[src/rtl/systolic_array_pkg.sv]
// Shared defaults and state encoding for the systolic-array load path.
package systolic_array_pkg;

    localparam int SA_ARRAY_DIM = 4;
    localparam int SA_DATA_W    = 16;
    localparam int SA_ADDR_W    = 16;

    typedef enum logic [2:0] {
        ST_IDLE = 3'd0,
        ST_LD_W = 3'd1,
        ST_LD_I = 3'd2,
        ST_LD_P = 3'd3,
        ST_DONE = 3'd4
    } sa_state_e;

endpackage

[src/rtl/systolic_array_load_sequencer.sv]
// Streams weight, input and (with SA_PARTIALS_EN) partial-sum rows from memory into the array.
// Latency: 2 cycles per row (request, strobe) plus one DONE cycle.
// Backpressure: input/partial requests wait for fifo_has_space; weight loads are never gated.
module systolic_array_load_sequencer
    import systolic_array_pkg::*;
#(
    parameter int ARRAY_DIM = SA_ARRAY_DIM,
    parameter int DATA_W    = SA_DATA_W,
    parameter int ADDR_W    = SA_ADDR_W
) (
    input  logic                          CLK,
    input  logic                          RST,
    input  logic                          start,
    input  logic                          load_partials,
    input  logic [ADDR_W-1:0]             base_addr,
    input  logic                          fifo_has_space,
    input  logic                          mem_rvalid,
    input  logic [ARRAY_DIM*DATA_W-1:0]   mem_rdata,
    output logic                          mem_req,
    output logic [ADDR_W-1:0]             mem_addr,
    output logic                          weight_en,
    output logic                          input_en,
    output logic                          partial_en,
    output logic [$clog2(ARRAY_DIM)-1:0]  row_en,
    output logic [ARRAY_DIM*DATA_W-1:0]   array_in,
    output logic                          busy,
    output logic                          done
);

    localparam int                ROW_W    = $clog2(ARRAY_DIM);
    localparam logic [ROW_W-1:0]  LAST_ROW = ROW_W'(ARRAY_DIM - 1);
    localparam logic [ADDR_W-1:0] OFF_I    = ADDR_W'(ARRAY_DIM);
    localparam logic [ADDR_W-1:0] OFF_P    = ADDR_W'(2 * ARRAY_DIM);

    sa_state_e                     state_q, state_d;
    logic [ROW_W-1:0]              row_q, row_d;
    logic [ADDR_W-1:0]             base_q, base_d;
    logic                          lp_q, lp_d;
    logic                          req_q, req_d;
    logic [ADDR_W-1:0]             addr_q, addr_d;
    logic                          wen_q, wen_d;
    logic                          ien_q, ien_d;
    logic                          pen_q, pen_d;
    logic [ROW_W-1:0]              row_en_q, row_en_d;
    logic [ARRAY_DIM*DATA_W-1:0]   data_q, data_d;
    logic                          done_q, done_d;
    logic                          try_req;
    logic [ADDR_W-1:0]             phase_off;

    always_comb begin
        state_d   = state_q;
        row_d     = row_q;
        base_d    = base_q;
        lp_d      = lp_q;
        req_d     = req_q;
        addr_d    = addr_q;
        wen_d     = 1'b0;
        ien_d     = 1'b0;
        pen_d     = 1'b0;
        row_en_d  = row_en_q;
        data_d    = data_q;
        done_d    = 1'b0;
        try_req   = 1'b0;
        phase_off = '0;

        case (state_q)
            ST_IDLE: begin
                if (start) begin
                    state_d = ST_LD_W;
                    row_d   = '0;
                    base_d  = base_addr;
`ifdef SA_PARTIALS_EN
                    lp_d    = load_partials;
`else
                    lp_d    = 1'b0;
`endif
                    req_d   = 1'b1;
                    addr_d  = base_addr;
                end
            end
            ST_LD_W, ST_LD_I, ST_LD_P: begin
                if (req_q) begin
                    // The request is held until memory answers; the row is presented next cycle.
                    if (mem_rvalid) begin
                        req_d    = 1'b0;
                        data_d   = mem_rdata;
                        row_en_d = row_q;
                        wen_d    = (state_q == ST_LD_W);
                        ien_d    = (state_q == ST_LD_I);
                        pen_d    = (state_q == ST_LD_P);
                    end
                end else if (wen_q || ien_q || pen_q) begin
                    try_req = 1'b1;
                    if (row_q == LAST_ROW) begin
                        row_d = '0;
                        case (state_q)
                            ST_LD_W: state_d = ST_LD_I;
                            ST_LD_I: state_d = lp_q ? ST_LD_P : ST_DONE;
                            default: state_d = ST_DONE;
                        endcase
                    end else begin
                        row_d = row_q + 1'b1;
                    end
                end else begin
                    try_req = 1'b1;
                end
            end
            ST_DONE: state_d = ST_IDLE;
            default: state_d = ST_IDLE;
        endcase

        case (state_d)
            ST_LD_I: phase_off = OFF_I;
            ST_LD_P: phase_off = OFF_P;
            default: phase_off = '0;
        endcase

        if (try_req) begin
            if (state_d == ST_DONE) begin
                done_d = 1'b1;
            end else if (state_d == ST_LD_W || fifo_has_space) begin
                req_d  = 1'b1;
                addr_d = base_q + phase_off + ADDR_W'(row_d);
            end
        end
    end

    always_ff @(posedge CLK) begin
        if (RST) begin
            state_q  <= ST_IDLE;
            row_q    <= '0;
            base_q   <= '0;
            lp_q     <= 1'b0;
            req_q    <= 1'b0;
            addr_q   <= '0;
            wen_q    <= 1'b0;
            ien_q    <= 1'b0;
            pen_q    <= 1'b0;
            row_en_q <= '0;
            data_q   <= '0;
            done_q   <= 1'b0;
        end else begin
            state_q  <= state_d;
            row_q    <= row_d;
            base_q   <= base_d;
            lp_q     <= lp_d;
            req_q    <= req_d;
            addr_q   <= addr_d;
            wen_q    <= wen_d;
            ien_q    <= ien_d;
            pen_q    <= pen_d;
            row_en_q <= row_en_d;
            data_q   <= data_d;
            done_q   <= done_d;
        end
    end

    assign mem_req   = req_q;
    assign mem_addr  = addr_q;
    assign weight_en = wen_q;
    assign input_en  = ien_q;
    assign row_en    = row_en_q;
    assign array_in  = data_q;
    assign busy      = (state_q != ST_IDLE);
    assign done      = done_q;

`ifdef SA_PARTIALS_EN
    assign partial_en = pen_q;
`else
    logic unused_partials;
    assign partial_en      = 1'b0;
    assign unused_partials = ^{pen_q, load_partials};
`endif

endmodule

[config.mk]
export PLATFORM = sky130hd
export DESIGN_NAME = systolic_array_load_sequencer
export DESIGN_NICKNAME = d
export VERILOG_FILES = /design/src/rtl/systolic_array_pkg.sv /design/src/rtl/systolic_array_load_sequencer.sv
export SDC_FILE = /design/constraint.sdc
export NUM_CORES = 1
export LEC_CHECK = 0
export BUFFER_PORTS_ARGS = -buffer_cell sky130_fd_sc_hd__buf_4
export CORE_UTILIZATION = 49
export DETAILED_ROUTE_END_ITERATION = 8
export GPL_ROUTABILITY_DRIVEN = 1
export GPL_TIMING_DRIVEN = 0
export PLACE_DENSITY = 0.8
export RECOVER_POWER = 100
export SYNTH_ARGS = -nofsm -noshare
export SYNTH_HDL_FRONTEND = slang
export SYNTH_SLANG_ARGS = --single-unit
[constraint.sdc]
create_clock -name CLK -period 3 [get_ports CLK]
set_input_delay 0.45 -clock CLK [delete_from_list [all_inputs] [get_ports CLK]]
set_output_delay 0.45 -clock CLK [all_outputs]
set_load 0.01 [all_outputs]
==> qor.txt <==
worst-path fanout max = 6
CP Data Arrival Time = 3.08 ns
synthesized area per cell = 8.19 sq um
filler instances = 812
Power Dens Cells = 509 mW/mm^2
worst ir drop on vdd = 0.287 mV
H-tree depth = 3
Post-synth ARST share = 0%
clock-pin slew on the worst setup and hold paths = 0.10 ns
Mapped Nets = 645
IO Port Bufs = 170
time the worst path needs with I/O delays and setup = 2.80 ns
drt total wl = 12,300 um
grt ovf = 0
Die H = 98.0 um
wire per inst = 14.5 um
Slew Limit Fails = 0
Num Clock Sinks = 108
gr usage total = 25.8%
Clk pwr share = 33.0%
most frequent cells in the layout = 192 x nand2_1, 105 x clkbuf_1, 104 x dfxtp_1
switching share of power = 26.4%
first-pass GRT wire length = 20,100 um
number of flops mapped to enable cells by yosys = 0
internal cell power = 2.21 mW
Hold Violations, Final = 0
vias per cell = 5.25
register share of total power = 51.7%
Min Hold Slack = 0.328 ns
#FFs+latches synth = 108
diodes inserted = 0
Antenna Nets Post-Route = 0
Clk Tree Root Cell = clkbuf_8
share of post-route cells with drive strength above 1 = 20.6%
main flop type after synthesis = dfxtp_1
crit end category = flop
Rows = 34
Placer Congestion = 0.802
clk_skew = 0.00716 ns
placed cells = 830
Area Growth Syn to Fin = 30.3%
Non-Filler Instances = 846
status = complete, but fails checks
endpoints failing setup = 0
combinational power share = 15.3%
Design Area, Final = 0.00589 sq mm
Synth Cell Area = 0.00452 sq mm
core footprint = 0.00881 sq mm
Syn Inst Count = 552
number of global-route vias before repair = 4,425
NumNets Final = 826
DR pass1 iterations = 9
switching pwr = 0.792 mW
sequential share of the synthesized area = 47.8%
RSZ-0062 raised after global routing = no
Achievable Freq = 0.357 GHz
Critical Path RT = 3.28 ns
DRC = 9
violated checks = design-rule violations
initial antenna violation count = 0
Longest Clk Path Bufs = 2
Worst Setup Start Kind = flop
TritonCTS clock tree = done
Ports = 174
die area = 0.00961 sq mm
largest net degree at the start of global routing = 18
commonest non-fill, non-tap cell in the layout = nand2_1
Yosys cell types = 49
total number of vias = 4,444
Hold/Removal Path Class = input pin to flop
Ys Warns = 0
final worst-path cycle share = 93.3%
Clock Latency Late Sink = 0.35 ns
Post-DP HPWL = 9300 um
die width = 98.0 um
Slew @ Worst Pin = 0.719 ns
Max-Cap Viols = 0
# hold bufs at CTS = 0
CTS Buf Count = 9
Relative slew margins = 52.1%
static leakage = 2.24 nW
Iteration-0 DRC Markers = 143
GR peak layer = met2
met3 GRT Util = 6.08%
dpl cell area = 0.00593 sq mm
initial core utilization = 51.3%
Global Route met2 Usage = 45.9%
M1 GR Usage = 30.1%
kind of critical path = flop to flop
==> power by group through the flow <==
stage	combinational [mW]	clock (mW)	sequential (mW)
floorplan	0.243	0	1.60
global placement	0.485	0	1.58
detailed placement	0.497	0	1.58
CTS	0.502	1.00	1.55
global route	0.502	1.06	1.56
finish	0.459	0.991	1.55
==> critical path, stage by stage, from the launching register on <==
cell and delay [ns]:
dfxtp_2 0.40, ha_2 0.24, nor3b_2 0.23, mux2i_1 0.28, nand2_1 0.11, nor2_1 0.16
ha_1 0.24, o21ai_1 0.14, o21bai_2 0.31, nand4_1 0.16, xor2_1 0.18, a221oi_2 0.26
==> routing by layer <==
layer  wire [um]  part of all wire [%]
met1        4920                    40
met3         943                   7.7
met4         181                   1.5
met2        6240                    51
met5           0                     0
==> metrics by stage <==
| stage | setup TNS [ns] | total power [mW] | setup slack, ns | util (%) |
|---|---|---|---|---|
| after floorplan | 0 | 1.84 | 0.204 | - |
| after global placement | -1.49 | 2.06 | -0.168 | 67.3 |
| after detailed placement | -2.55 | 2.08 | -0.235 | 67.3 |
| after CTS | 0 | 3.05 | 0.00832 | 70.2 |
| after global routing | 0 | 3.12 | 0.00470 | 66.9 |
| final | 0 | 3.00 | 0.201 | 66.9 |
==> synthesized netlist by cell type, types with 2 or more instances <==
cell type  instances  area, sq um
a311oi_1           4         35.0
a21o_1             2         15.0
nand3_1            2         10.0
nand4_1            5         31.3
buf_4              4         30.0
buf_6              4         45.0
inv_1              6         22.5
nand2b_4           2         27.5
xnor2_1            6         52.6
xor2_1             7         61.3
a211oi_1           2         15.0
o21ai_0            7         35.0
a31oi_1            2         12.5
dfxtp_1          108         2160
buf_1              2         7.51
buf_2             10         50.1
a21oi_1           84          420
nand2_1          192          721
and2_1             4         25.0
nor2_1            13         48.8
clkbuf_1          21         78.8
nor4_1             2         12.5
ha_1               6         75.1
a22oi_1            2         15.0
nor3_1             8         40.0
or2_2              2         12.5
and3_1            14         87.6
a221oi_2          10          150
==> final cells by class <==
class	count	area [sq um]	share of cell area (%)
buffer	40	211	3.59
clock buffer	11	141	2.40
clock inverter	5	83.8	1.42
inverter	6	22.5	0.383
multi-input combinational	397	2160	36.6
sequential	108	2170	36.8
tap	108	135	2.30
timing repair buffer	171	968	16.5
==> repair_timing <==
item                                    4_1_cts  5_1_grt
gates resized for setup                       3       11
hold endpoints to repair                      0        0
buffers inserted                              1        0
pin swaps                                     1        2
endpoints found under the setup margin       12       12
==> final timing paths <==
kind	startpoint	end	slack, ns	cells after the start
hold / removal	mem_rdata[32]	array_in[32]$_SDFFE_PP0P_	0.33	3
setup reg to reg	row_q[0]$_SDFF_PP0_	mem_addr[7]$_SDFF_PP0_	0.20	11
hold reg to reg	array_in[0]$_SDFFE_PP0P_	array_in[0]$_SDFFE_PP0P_	0.46	2
setup / recovery	row_q[0]$_SDFF_PP0_	mem_addr[7]$_SDFF_PP0_	0.20	11
==> flip-flops by register name (all words and copies together) (netlist names), 2 cells and up <==
name,flops
row_q,2
state_q,3
mem_addr,16
array_in,64
base_q,16
row_en,2
==> logic make-up after synthesis <==
kind of cell,after synthesis,synth area share (%)
compound gates,121,17.4
xor+xnor,13,2.52
fa+ha+maj,7,2.10
buf+inv,47,5.18
flops,108,47.8
mux,1,0.221
other cells,1,0.0830
simple gates,254,24.6
Note: power is estimated with default switching activity, not from simulation.
